--- src/rtl/demux_with_default_reg.sv ---
// Registered 1-to-HEIGHT demultiplexer with a one-entry holding register, valid/ready
// handshake on both sides, and a saturating count of words dropped for bad select or EN=0.
module demux_with_default_reg #(
    parameter int HEIGHT    = 9,
    parameter int WIDTH     = 32,
    parameter int SEL_WIDTH = 8,
    parameter int CNT_WIDTH = 16
) (
    input  logic                 CLK,
    input  logic                 ASYNCRESETN,
    input  logic [WIDTH-1:0]     I,
    input  logic [SEL_WIDTH-1:0] S,
    input  logic                 EN,
    input  logic                 I_valid,
    output logic                 I_ready,
    output logic [WIDTH-1:0]     O [HEIGHT-1:0],
    output logic [HEIGHT-1:0]    O_valid,
    input  logic [HEIGHT-1:0]    O_ready,
    output logic [CNT_WIDTH-1:0] drop_count
);

    typedef enum logic {EMPTY, FULL} state_t;

    // One extra bit so HEIGHT == 2**SEL_WIDTH still compares correctly.
    localparam logic [SEL_WIDTH:0] HEIGHT_EXT = (SEL_WIDTH+1)'(HEIGHT);

    state_t               state_q, state_d;
    logic [WIDTH-1:0]     data_q, data_d;
    logic [SEL_WIDTH-1:0] idx_q, idx_d;
    logic [CNT_WIDTH-1:0] drop_q, drop_d;
    logic                 hit;
    logic                 accept;
    logic                 selReady;

    always_comb begin
        O_valid = '0;
        for (int ch = 0; ch < HEIGHT; ch++) begin
            O[ch] = '0;
            if (state_q == FULL && idx_q == SEL_WIDTH'(ch)) begin
                O_valid[ch] = 1'b1;
                O[ch]       = data_q;
            end
        end
    end

    assign selReady   = |(O_valid & O_ready);
    assign I_ready    = ASYNCRESETN && (state_q == EMPTY || selReady);
    assign accept     = I_valid && I_ready;
    assign hit        = EN && ({1'b0, S} < HEIGHT_EXT);
    assign drop_count = drop_q;

    always_comb begin
        state_d = state_q;
        data_d  = data_q;
        idx_d   = idx_q;
        drop_d  = drop_q;
        if (state_q == FULL && selReady) begin
            state_d = EMPTY;
        end
        if (accept) begin
            if (hit) begin
                state_d = FULL;
                data_d  = I;
                idx_d   = S;
            end else if (drop_q != '1) begin
                drop_d = drop_q + 1'b1;
            end
        end
    end

    always_ff @(posedge CLK or negedge ASYNCRESETN) begin
        if (!ASYNCRESETN) begin
            state_q <= EMPTY;
            data_q  <= '0;
            idx_q   <= '0;
            drop_q  <= '0;
        end else begin
            state_q <= state_d;
            data_q  <= data_d;
            idx_q   <= idx_d;
            drop_q  <= drop_d;
        end
    end

endmodule

--- config.mk ---
export PLATFORM = sky130hd
export DESIGN_NAME = demux_with_default_reg
export DESIGN_NICKNAME = d
export VERILOG_FILES = /design/src/rtl/demux_with_default_reg.sv
export SDC_FILE = /design/constraint.sdc
export NUM_CORES = 1
export LEC_CHECK = 0
export CAP_MARGIN = 20
export CORE_AREA = 3 3 142 144
export CTS_BUF_LIST = sky130_fd_sc_hd__clkbuf_8
export CTS_CLUSTER_SIZE = 12
export DETAILED_ROUTE_END_ITERATION = 10
export DIE_AREA = 0 0 145 147
export GPL_TIMING_DRIVEN = 0
export HOLD_SLACK_MARGIN = 0.02
export MAX_ROUTING_LAYER = met4
export PLACE_DENSITY = 0.65
export SYNTH_ARGS = -nofsm -noshare
export SYNTH_HDL_FRONTEND = slang
export SYNTH_SLANG_ARGS = --single-unit
--- constraint.sdc ---
create_clock -name CLK -period 4.9 [get_ports CLK]
set_input_delay 0.735 -clock CLK [delete_from_list [all_inputs] [get_ports CLK]]
set_output_delay 0.735 -clock CLK [all_outputs]
set_load 0.1 [all_outputs]
==> results.sh, run 1 <==
export IMPL_start_kind="flip-flop"
export IMPL_final_setup_skew_ns=0.0108
export IMPL_end_kind="primary output"
export IMPL_crit_fanout=10
export IMPL_synth_avg_cell_area_um2=8.99
export IMPL_drv_slew=0
export IMPL_io_pins=367
export IMPL_track_usage_pct=20.0
export IMPL_powerDensity_nw_per_um2=187
export IMPL_switchingPower_mw=0.700
export IMPL_synth_area_leader_cell="and2_1"
export IMPL_place_hpwl_mm=16.5
export IMPL_ir_drop_mv=0.250
export IMPL_setup_viol=0
export IMPL_dieArea_um2=21300
export IMPL_dp_slack_ns=0.577
export IMPL_via_per_inst=4.17
export IMPL_layout_drive_gt1_share_pct=7.62
export IMPL_slowest_delay_ns=1.15
export IMPL_vias=4801
export IMPL_period_minus_slack_ns=4.61
export IMPL_clock_fmax_ghz=0.217
export IMPL_reg2reg_from="idx_q[5]$_DFFE_PN0P_"
export IMPL_combPwrFrac_pct=34.0
export IMPL_stdcell_count=1152
export IMPL_clock_path_buffers=2
export IMPL_seqPwrFrac_pct=38.4
export IMPL_floorplan_core_area_um2=18800
export IMPL_clock_root_buffer="clkbuf_8"
export IMPL_synthesis_nets=565
export IMPL_diodes=0
export IMPL_synth_edf_count=0
export IMPL_slew_headroom_pct=27.6
export IMPL_synth_ff_type="dfrtp_1"
export IMPL_initial_utilization_pct=24.4
export IMPL_clkSinkCount=57
export IMPL_first_pass_iters=8
export IMPL_routedWlPerCell_um=18.8
export IMPL_clock_latency_ns=0.36
export IMPL_drt_iter0_drc=166
export IMPL_crit_buf_inv=2
export IMPL_hold_violations=0
export IMPL_gp_congestion=0.793
export IMPL_setup_ws_ns=0.290
export IMPL_cts_max_level=3
export IMPL_rsz0062_at_grt="false"
export IMPL_synth_area_top_cells="and2_1 39%, dfrtp_1 31%, mux2_4 12%"
export IMPL_ctsResizeCount=0
export IMPL_grt_start_max_net_pins=61
export IMPL_power_leakage_nw=3.49
export IMPL_intPower_mw=0.937
export IMPL_ys_types=36
export IMPL_die_h_um=147
export IMPL_ys_ff_latch=57
export IMPL_critical_path_cell_chain="nor4_2 -> and2b_2 -> nand2_1 -> nor3_1 -> clkbuf_1 -> and2_1 -> clkdlybuf4s50_1"
export IMPL_cts_hold_buffers=0
export IMPL_fin_hold_ws_ns=0.446
export IMPL_swShare_pct=42.8
export IMPL_worst_setup_hold_path_clk_slew_ns=0.08
export IMPL_cpLargestDelayFamily="buffers and inverters"
export IMPL_syn_inst=511
export IMPL_synth_top_area_share_pct=39.2
export IMPL_cp_startpoint="idx_q[5]$_DFFE_PN0P_"
export IMPL_routed_wl_mm=21.7
export IMPL_die_w_um=145
export IMPL_clkPwrFrac_pct=27.6
export IMPL_post_place_cells=1137
export IMPL_timing_max_cap_violations=0
export IMPL_syn_to_final_growth_pct=91.0
export IMPL_numPortBuffers=366
export IMPL_grt_pass1_vias=4814
export IMPL_ys_warn_count=0
export IMPL_synthArstFlopShare_pct=100
export IMPL_grt_pass1_wl_mm=31.5
export IMPL_ys_seq_area_share_pct=31.1
export IMPL_cts_tree="built"
export IMPL_antenna_left=0
export IMPL_hold_path_class="input pin to asynchronous set/reset pin"
export IMPL_final_nets=942
export IMPL_row_count=50
export IMPL_cts_inserted_buffers=9
export IMPL_antenna_found_initial=0
export IMPL_layout_cells_most_common="clkdlybuf4s50_1"
export IMPL_finalPower_mw=1.64
export IMPL_crit_arrival_ns=3.87
export IMPL_slowest_stage="clkdlybuf4s50_1"
export IMPL_grt_overflow_total=0
export IMPL_fin_crit_sh_pct=94.1
export IMPL_post_cts_buffers=0
export IMPL_drc_errors=0
export IMPL_synth_area_um2=4590
export IMPL_worst_slew_pin_slew_ns=1.08
export IMPL_layout_common_cells="365 x clkdlybuf4s50_1, 288 x and2_1, 57 x dfrtp_1, 36 x mux2_4, 28 x clkbuf_1"
export IMPL_path_class="flip-flop to primary output"
export IMPL_cp_required_ns=4.16
export IMPL_status="finished clean"
## Yosys cell counts, drive strengths merged (2+ instances only)
library cell,count
mux2,39
nor2,9
xnor2,2
nand3,9
clkbuf,28
xor2,12
nand2b,2
inv,3
and4,3
nor2b,6
dfrtp,57
and3,2
nor3,5
buf,8
nor4,12
and2,288
nand2,12
## per-stage QoR
stage | area, um^2 | setup TNS [ns] | utilization, %
after global placement | 8580 | -2.20 | 45.6
after global routing | 8770 | 0 | 46.6
final | 8770 | 0 | 46.6
after floorplan | 4590 | 0 | -
after CTS | 8770 | 0 | 46.6
after detailed placement | 8580 | 0 | 45.6
## power by group through the flow
stage                     combinational (mW)  clock, mW  sequential (mW)
after floorplan                        0.193          0            0.805
after CTS                              0.562      0.473            0.631
after detailed placement               0.561          0            0.639
final                                  0.556      0.452            0.629
after global routing                   0.581      0.490            0.644
after global placement                 0.556          0            0.638
## worst paths after layout
check	to	slack, ns	cells past startpoint
max in group asynchronous	data_q[7]$_DFFE_PN0P_	3.90	1
min reg2reg	drop_count[13]$_DFFE_PN0P_	0.50	1
min in group CLK	drop_count[13]$_DFFE_PN0P_	0.50	1
max reg2reg	data_q[8]$_DFFE_PN0P_	2.37	8
min	drop_count[9]$_DFFE_PN0P_	0.45	1
max	O[4]	0.29	7
## state kept, by name, indices dropped and copies added, names as in the netlist
signal      cells
data_q         32
drop_count     16
idx_q           8
state_q         1
## final cells by class
class / count / area [um^2]
multi-input combinational: 415 / 2980
sequential: 57 / 1430
timing repair buffer: 366 / 3660
fill: 1884 / 10100
buffer: 36 / 175
tap: 260 / 325
inverter: 3 / 11.3
clock inverter: 6 / 68.8
clock buffer: 9 / 124
## kinds of logic after synthesis
kind of cell,after synthesis,share of synthesized area [%]
xor+xnor,14,2.67
simple gates,354,47.5
mux,40,13.0
fa+ha+maj,1,0.272
flops,57,31.1
compound gates,6,1.44
buf+inv,39,4.06
## routing by layer
metal  vias to the layer above  routed length [um]  GRT usage, %
li1                       2380                   -             -
met1                      2203                9350          23.5
met2                       206               10600          33.8
met3                        12                1480          6.35
met4                         0                 244          3.90
met5                         -                   0             -
(Power assumes the default switching activity.)
==> run 2: changes to the inputs <==
--- a/constraint.sdc
+++ b/constraint.sdc
@@ -3,2 +3,2 @@
 set_output_delay 0.735 -clock CLK [all_outputs]
-set_load 0.1 [all_outputs]
+set_load 0.05 [all_outputs]
==> results of run 2 <==
The final DEF is identical to that of run 1. Status: finished clean.
Among the figures that moved: setup slack after placement 0.577 ns -> 0.865 ns; setup slack after layout 0.290 ns -> 0.622 ns; total power 1.64 mW -> 1.49 mW; worst IR drop on VDD 0.250 mV -> 0.183 mV
